### src/rtl/adc_scan_sequencer.sv
// adc_scan_sequencer
// Autonomous ADC scan scheduler. A free-running period counter produces a
// one-cycle tick; each tick starts a scan over the channels set in cfg_mask.
// For every channel the sequencer drives CH_SEL, waits SETTLE cycles, pulses
// SOC, follows the BUSY high/low handshake with a per-phase timeout, and
// stores DATA into a per-channel result register with a "fresh" flag that
// the register interface clears by acknowledging the read.
module adc_scan_sequencer #(
  parameter int NCH    = 4,
  parameter int DW     = 10,
  parameter int PW     = 16,
  parameter int SETTLE = 2,
  parameter int TMO    = 255,
  localparam int CW    = $clog2(NCH)
) (
  input  logic          CLK,
  input  logic          RST,
  input  logic          cfg_en,
  input  logic [NCH-1:0] cfg_mask,
  input  logic [PW-1:0] cfg_period,
  input  logic          err_clr,
  output logic [CW-1:0] CH_SEL,
  output logic          SOC,
  input  logic          BUSY,
  input  logic [DW-1:0] DATA,
  input  logic [CW-1:0] rd_ch,
  input  logic          rd_ack,
  output logic [DW-1:0] rd_data,
  output logic          rd_fresh,
  output logic          scan_active,
  output logic          scan_done,
  output logic          ovr_err,
  output logic          tmo_err
);

  localparam int SW = $clog2(SETTLE + 1);
  localparam int TW = $clog2(TMO + 1);

  typedef enum logic [2:0] {
    S_IDLE,
    S_SELECT,
    S_START,
    S_WAIT_HI,
    S_WAIT_LO,
    S_NEXT
  } state_t;

  state_t         state_q, state_d;
  logic [PW-1:0]  cnt_q, cnt_d;
  logic           tick_q, tick_d;
  logic           tick;
  logic [NCH-1:0] scan_mask_q, scan_mask_d;
  logic [CW-1:0]  ch_q, ch_d;
  logic [SW-1:0]  sel_cnt_q, sel_cnt_d;
  logic [TW-1:0]  tmo_cnt_q, tmo_cnt_d;
  logic [DW-1:0]  result_q [NCH];
  logic [DW-1:0]  result_d [NCH];
  logic [NCH-1:0] fresh_q, fresh_d;
  logic           ovr_q, ovr_d;
  logic           tmo_q, tmo_d;

  logic [CW-1:0]  first_ch;
  logic [CW-1:0]  nxt_ch;
  logic           nxt_found;
  logic           capture;
  logic           tmo_hit;
  logic           done;
  logic           rd_in_range;

  // Period counter: wraps every cfg_period+1 cycles while enabled. The tick
  // is registered, so the first one lands cfg_period+1 cycles after enable.
  // A tick left in the register when cfg_en drops is masked off.
  always_comb begin
    cnt_d  = '0;
    tick_d = 1'b0;
    if (cfg_en) begin
      tick_d = (cnt_q == cfg_period);
      cnt_d  = tick_d ? '0 : cnt_q + 1'b1;
    end
  end

  assign tick = tick_q & cfg_en;

  // Channel search: lowest set bit of cfg_mask to open a scan, and the
  // lowest set bit of the latched scan mask strictly above the current one.
  always_comb begin
    first_ch  = '0;
    nxt_ch    = '0;
    nxt_found = 1'b0;
    for (int i = NCH - 1; i >= 0; i--) begin
      if (cfg_mask[i]) begin
        first_ch = CW'(i);
      end
      if (scan_mask_q[i] && (i > int'(ch_q))) begin
        nxt_found = 1'b1;
        nxt_ch    = CW'(i);
      end
    end
  end

  // Scan FSM next-state logic: settle, SOC, BUSY handshake with timeout,
  // then step to the next masked channel or finish the scan.
  always_comb begin
    state_d     = state_q;
    scan_mask_d = scan_mask_q;
    ch_d        = ch_q;
    sel_cnt_d   = sel_cnt_q;
    tmo_cnt_d   = tmo_cnt_q;
    capture     = 1'b0;
    tmo_hit     = 1'b0;
    done        = 1'b0;
    case (state_q)
      S_IDLE: begin
        // An empty mask makes the tick a no-op rather than an error.
        if (tick && (|cfg_mask)) begin
          scan_mask_d = cfg_mask;
          ch_d        = first_ch;
          sel_cnt_d   = '0;
          state_d     = S_SELECT;
        end
      end
      S_SELECT: begin
        if (sel_cnt_q == SW'(SETTLE - 1)) begin
          state_d = S_START;
        end else begin
          sel_cnt_d = sel_cnt_q + 1'b1;
        end
      end
      S_START: begin
        tmo_cnt_d = '0;
        state_d   = S_WAIT_HI;
      end
      S_WAIT_HI: begin
        if (BUSY) begin
          tmo_cnt_d = '0;
          state_d   = S_WAIT_LO;
        end else if (tmo_cnt_q == TW'(TMO - 1)) begin
          tmo_hit = 1'b1;
          state_d = S_NEXT;
        end else begin
          tmo_cnt_d = tmo_cnt_q + 1'b1;
        end
      end
      S_WAIT_LO: begin
        if (!BUSY) begin
          capture = 1'b1;
          state_d = S_NEXT;
        end else if (tmo_cnt_q == TW'(TMO - 1)) begin
          tmo_hit = 1'b1;
          state_d = S_NEXT;
        end else begin
          tmo_cnt_d = tmo_cnt_q + 1'b1;
        end
      end
      S_NEXT: begin
        // Dropping cfg_en lets the current conversion finish but starts no
        // further channel.
        if (nxt_found && cfg_en) begin
          ch_d      = nxt_ch;
          sel_cnt_d = '0;
          state_d   = S_SELECT;
        end else begin
          done    = 1'b1;
          state_d = S_IDLE;
        end
      end
      default: begin
        state_d = S_IDLE;
      end
    endcase
  end

  assign rd_in_range = (int'(rd_ch) < NCH);

  // Result store and fresh flags: an acknowledge clears, a capture on the
  // same channel in the same cycle overrides it.
  always_comb begin
    result_d = result_q;
    fresh_d  = fresh_q;
    if (rd_ack && rd_in_range) begin
      fresh_d[rd_ch] = 1'b0;
    end
    if (capture) begin
      result_d[ch_q] = DATA;
      fresh_d[ch_q]  = 1'b1;
    end
  end

  // Sticky error flags: clear first, so a same-cycle new error still sets.
  always_comb begin
    ovr_d = ovr_q;
    tmo_d = tmo_q;
    if (err_clr) begin
      ovr_d = 1'b0;
      tmo_d = 1'b0;
    end
    if (tick && (state_q != S_IDLE)) begin
      ovr_d = 1'b1;
    end
    if (tmo_hit) begin
      tmo_d = 1'b1;
    end
  end

  // State registers, all cleared asynchronously so a reset mid-conversion
  // abandons the handshake immediately.
  always_ff @(posedge CLK or posedge RST) begin
    if (RST) begin
      state_q     <= S_IDLE;
      cnt_q       <= '0;
      tick_q      <= 1'b0;
      scan_mask_q <= '0;
      ch_q        <= '0;
      sel_cnt_q   <= '0;
      tmo_cnt_q   <= '0;
      result_q    <= '{default: '0};
      fresh_q     <= '0;
      ovr_q       <= 1'b0;
      tmo_q       <= 1'b0;
    end else begin
      state_q     <= state_d;
      cnt_q       <= cnt_d;
      tick_q      <= tick_d;
      scan_mask_q <= scan_mask_d;
      ch_q        <= ch_d;
      sel_cnt_q   <= sel_cnt_d;
      tmo_cnt_q   <= tmo_cnt_d;
      result_q    <= result_d;
      fresh_q     <= fresh_d;
      ovr_q       <= ovr_d;
      tmo_q       <= tmo_d;
    end
  end

  assign CH_SEL      = ch_q;
  assign SOC         = (state_q == S_START);
  assign scan_active = (state_q != S_IDLE);
  assign scan_done   = done;
  assign ovr_err     = ovr_q;
  assign tmo_err     = tmo_q;
  assign rd_data     = rd_in_range ? result_q[rd_ch] : '0;
  assign rd_fresh    = rd_in_range ? fresh_q[rd_ch] : 1'b0;

endmodule

### config.mk
export PLATFORM = sky130hd
export DESIGN_NAME = adc_scan_sequencer
export DESIGN_NICKNAME = d
export VERILOG_FILES = /design/src/rtl/adc_scan_sequencer.sv
export SDC_FILE = /design/constraint.sdc
export NUM_CORES = 1
export LEC_CHECK = 0
export BUFFER_PORTS_ARGS = -buffer_cell sky130_fd_sc_hd__clkbuf_2
export CORE_MARGIN = 10
export CORE_UTILIZATION = 45
export DETAILED_ROUTE_END_ITERATION = 16
export GPL_TIMING_DRIVEN = 1
export PLACE_DENSITY_LB_ADDON = 0.15
export SLEW_MARGIN = 30
export SYNTH_ARGS = -nofsm -noshare
export SYNTH_HDL_FRONTEND = slang
export SYNTH_SLANG_ARGS = --single-unit
export TNS_END_PERCENT = 20
### constraint.sdc
create_clock -name CLK -period 2.99 [get_ports CLK]
set_input_delay 0.4485 -clock CLK [delete_from_list [all_inputs] [get_ports CLK]]
set_output_delay 0.4485 -clock CLK [all_outputs]
set_load 0.01 [all_outputs]
==> flow_results.org <==
** Yosys
- The synthesized netlist devotes 1.21% of its cell area to adder and majority cells.
- Library cells used by synthesis :: 47
- Among all flip-flop cells after synthesis, the most frequent one is sky130_fd_sc_hd__dfrtp_1.
- Post-synthesis cell type with the largest combined area :: sky130_fd_sc_hd__dfrtp_1
- Yosys printed 0 warnings.
- Of the post-synthesis cell area, the part taken by muxes is 18.6%.
- After synthesis, the largest area contributor takes up 49.2% of total cell area.
- Of all flip-flops after synthesis, the portion carrying an async set or reset was 100%.
- Compound-cell area share of the yosys netlist :: just over 9%
- Synthesis produced a netlist with a net count of a little under 400.
- In the post-synthesis netlist, the biggest area contributors are sky130_fd_sc_hd__dfrtp_1 49%, sky130_fd_sc_hd__mux2_2 9.3%, sky130_fd_sc_hd__mux4_2 6.0%.
- Flops & latches, synth :: 81
- After synthesis, the largest family of logic cells by area is multiplexers.
- A synthesized cell averages 11.6 um2.
- Sequential share of the synthesized area :: 49.2%
- The cell count after synthesis came out at 355.
- Of the total synthesized cell area, the portion taken by XOR and XNOR cells is 6.38%.
- Synth Area in Simple Gates :: 12.2%
- Yosys mapped a number of flops with a built-in enable equal to 0.
- The mapped netlist covers 4120 um2.

** CTS
- Counting along the longest clock path gives a buffer depth of 2.
- Insertion delay of the later-clocked pin in the worst-skew pair :: 350 ps
- H-tree Lvls :: 3
- CTS tree :: done
- Post-CTS Hold Buffers :: 0
- Counting the buffers created by CTS gives 9.
- Number of resized instances in the post-cts repair step :: 0
- Clock-pin slew was measured on the worst setup and hold paths at 80 ps.
- In this run the post-CTS setup repair buffer count came out at 0.
- Sinks on the clock net :: just over 80
- Clk root buf :: sky130_fd_sc_hd__clkbuf_8

** Place
- Weighted congestion at the end of routability-driven global placement :: 0.823
- Placed cells :: 503
- Once placement finished, the instance area stood at 4470 um2.
- HPWL reported at the end of detailed placement :: 6.08 mm
- The count of buffers added on input and output ports is 55.

** Critical path
- Along the worst path, the maximum fanout reaches 11.
- STA classifies the critical path endpoint as an output pin.
- Maximum single-stage delay on the critical path :: between 500 and 600 ps
- Top Family by Delay on Critical Path :: flip-flops
- The signal on the critical path passes through nand2b_1, a21oi_1, o21a_1, nor2_1, clkbuf_2.
- The slowest stage of the critical path is the sky130_fd_sc_hd__dfrtp_1 cell.
- The worst setup path is of the reg -> out kind.
- Data required time at the worst endpoint :: 2540 ps
- Path depth of the worst reg2reg path :: 5
- Together, buffers and inverters on the worst path number 1.
- Data arrives at the worst endpoint at roughly 1700 ps.
- In this run the number of cells on the critical path is 5.
- The worst setup path is launched from a flop.

** Finish
- Diode insertion count for antenna repair :: 0
- The finished cells cover 4630 um2.
- Synth-to-layout area growth :: 12.4%
- End-of-flow core utilization :: 52.6%
- Post-layout instance count excluding filler cells :: between 500 and 600
- Fill cells in the final layout number around 800.
- Post-layout nets :: approximately 450
- Cells with a size suffix above 1 make up 32.2% of the layout.

** Timing
- Max-Slew Margin vs Limit :: between 50 and 60%
- Setup repair after global routing missed its margin :: no
- For the final routed database, the setup TNS stands at 0 ps.
- Total setup violations reported at the end of the flow :: 0
- For the final database, setup skew stands at 10.7 ps.
- Max-slew violation count :: 0
- Final cycle utilization of the critical path :: a little under three quarters
- Fmax :: 471 MHz
- The total count of hold-check failures in the final report was 0.
- For the pin with the worst max-slew slack, the measured transition is ~700 ps.
- Shortest clock period the worst path allows after layout :: roughly 2100 ps

** Pwr
- Static Leak :: 2.27 nW
- Switching share of power :: 32.4%
- Seq pwr share :: 49.4%
- Cell internal power dissipation :: 2.19 mW
- Net switching power :: between 1 and 1.5 mW
- IR analysis of the VDD net gives a maximum drop of 0.000419 V.
- Per report_power, the clock group accounts for 21.1% of the total.
- Combinational power share :: 29.5%
- Power density over cell area :: 700 nW/um2

** Drt
- Total number of vias :: 2794
- Final wirelength :: 8.33 mm
- The first routing iteration left roughly 140 violations.
- The count of nets left with antenna violations once routing finished came out at 0.
- Dividing the detail-routed wire length by the instance count gives 16.1 um.
- Detailed routing placed a total of 489 um of wire on met3.
- Routed wl met2 :: 3.80 mm
- For this block, wires on met1 add up to 3.90 mm.
- The first detailed-routing pass ran for 6 iterations.
- Average via count per standard cell :: 5.39
- The detailed router used layers up to and including met4.
- After detailed routing, the number of remaining DRC violations is 0.

** Global routing
- All-Layer GR Usage :: 13.1%
- Largest net degree at the start of global routing :: 51
- The via count of the first global-routing pass is 2878.
- The total overflow left after global routing is 0.
- The number of antenna violations at the first check in global routing was 0.
- The first global-routing pass estimated 14.0 mm of wire.

** Floorplanning
- The die is 116 um wide.
- The die is 116 um tall.
- In this run the count of I/O pins placed on the die edge is 56.
- The die covers 13400 um2.
- Initial standard-cell utilization of the core :: a little under half
- In this run the core area contains 34 standard-cell rows.
- Placeable core region :: 8810 um2

** Run
- Max-capacitance violation count :: 0

** Status
- The run finished with clean final reports.

** Worst hold path
- Worst min-delay path class :: in -> async
[cell usage after synthesis (5+ instances only)]
| library cell | instances |
|---|---|
| sky130_fd_sc_hd__a21oi_1 | 9 |
| sky130_fd_sc_hd__a22o_1 | 8 |
| sky130_fd_sc_hd__buf_2 | 7 |
| sky130_fd_sc_hd__clkbuf_1 | 5 |
| sky130_fd_sc_hd__dfrtp_1 | 81 |
| sky130_fd_sc_hd__inv_1 | 12 |
| sky130_fd_sc_hd__mux2_2 | 34 |
| sky130_fd_sc_hd__mux2_4 | 9 |
| sky130_fd_sc_hd__mux4_2 | 11 |
| sky130_fd_sc_hd__nand2_1 | 19 |
| sky130_fd_sc_hd__nand2b_1 | 5 |
| sky130_fd_sc_hd__nand3_1 | 13 |
| sky130_fd_sc_hd__nor2_1 | 30 |
| sky130_fd_sc_hd__nor3_1 | 6 |
| sky130_fd_sc_hd__nor4_1 | 6 |
| sky130_fd_sc_hd__o21ai_0 | 18 |
| sky130_fd_sc_hd__xnor2_1 | 6 |
| sky130_fd_sc_hd__xor2_1 | 24 |
[logic make-up (layout without fill, tap and decap cells)]
| family | count (synthesis) | in the layout |
|---|---|---|
| AO/OA/AOI/OAI | 57 | 57 |
| XOR/XNOR | 30 | 30 |
| adder cells (fa/ha/maj) | 4 | 4 |
| buffers and inverters | 29 | 84 |
| flip-flops | 81 | 81 |
| multiplexers | 54 | 54 |
| AND/OR/NAND/NOR | 100 | 100 |
[state kept, by name, summed over array words and instances, names as in the netlist]
name	cells
result_q	40
scan_mask_q	3
sel_cnt_q	2
CH_SEL	2
fresh_q	4
tick_q	1
cnt_q	16
tmo_cnt_q	8
tmo_err	1
ovr_err	1
state_q	3
[power by group through the flow]
stage	clock [mW]	combinational, mW	sequential, mW
6_report	0.684	0.955	1.60
3_3_place_gp	0	0.945	1.61
2_1_floorplan	0	0.814	1.50
3_5_place_dp	0	0.970	1.63
5_1_grt	0.752	1.06	1.65
4_1_cts	0.716	0.973	1.60
[metal layers]
layer,track usage (%),vias up
met5,0,-
met4,5.34,0
met3,4.50,13
met2,20.1,49
met1,16.7,1359
li1,-,1373
[cells in the final DEF, fill, tap and decap left out, types with 5 or more instances in the layout]
master / count
sky130_fd_sc_hd__a21oi_1: 9
sky130_fd_sc_hd__a22o_1: 8
sky130_fd_sc_hd__clkbuf_2: 55
sky130_fd_sc_hd__clkbuf_8: 9
sky130_fd_sc_hd__dfrtp_1: 81
sky130_fd_sc_hd__inv_1: 11
sky130_fd_sc_hd__mux2_2: 34
sky130_fd_sc_hd__mux2_4: 9
sky130_fd_sc_hd__mux4_2: 11
sky130_fd_sc_hd__nand2_1: 19
sky130_fd_sc_hd__nand2b_1: 5
sky130_fd_sc_hd__nand3_1: 13
sky130_fd_sc_hd__nor2_1: 30
sky130_fd_sc_hd__nor3_1: 6
sky130_fd_sc_hd__nor4_1: 6
sky130_fd_sc_hd__o21ai_0: 18
sky130_fd_sc_hd__xnor2_1: 6
sky130_fd_sc_hd__xor2_1: 24
[final timing paths]
check,slack (ps),endpoint,from
min in group CLK,300,ovr_err,err_clr
max in group asynchronous,2220,result_q[8],RST
setup reg to reg,870,result_q[30],state_q[1]
setup / recovery,870,scan_done,CH_SEL[1]
hold reg to reg,500,result_q[4],result_q[4]
hold / removal,170,tmo_err,RST
[per-stage QoR]
step / total power, mW / setup WS (ps) / hold WS (ps)
2_1_floorplan: 2.32 / 461 / 465
3_3_place_gp: 2.56 / 941 / 483
3_5_place_dp: 2.60 / 871 / 487
4_1_cts: 3.29 / 819 / 250
5_1_grt: 3.47 / 712 / 221
6_report: 3.24 / 866 / 168
[worst reg2reg max path, stage by stage, from the launching register on]
cell and delay (ps):
sky130_fd_sc_hd__dfrtp_1 520, sky130_fd_sc_hd__inv_2 140, sky130_fd_sc_hd__nand2_2 80, sky130_fd_sc_hd__nor3_4 170, sky130_fd_sc_hd__or3b_1 680, sky130_fd_sc_hd__mux2_4 410
[final cells by class]
cell class | instances | area (um2) | area share, %
clock inverters | 5 | 33.8 | 0.730
inverters | 13 | 51.3 | 1.11
repair buffers | 56 | 295 | 6.38
flip-flops and latches | 81 | 2030 | 43.8
multi-input cells | 245 | 1960 | 42.3
well taps | 108 | 135 | 2.92
clock buffers | 10 | 128 | 2.76
Power figures use the tool's default switching activity.
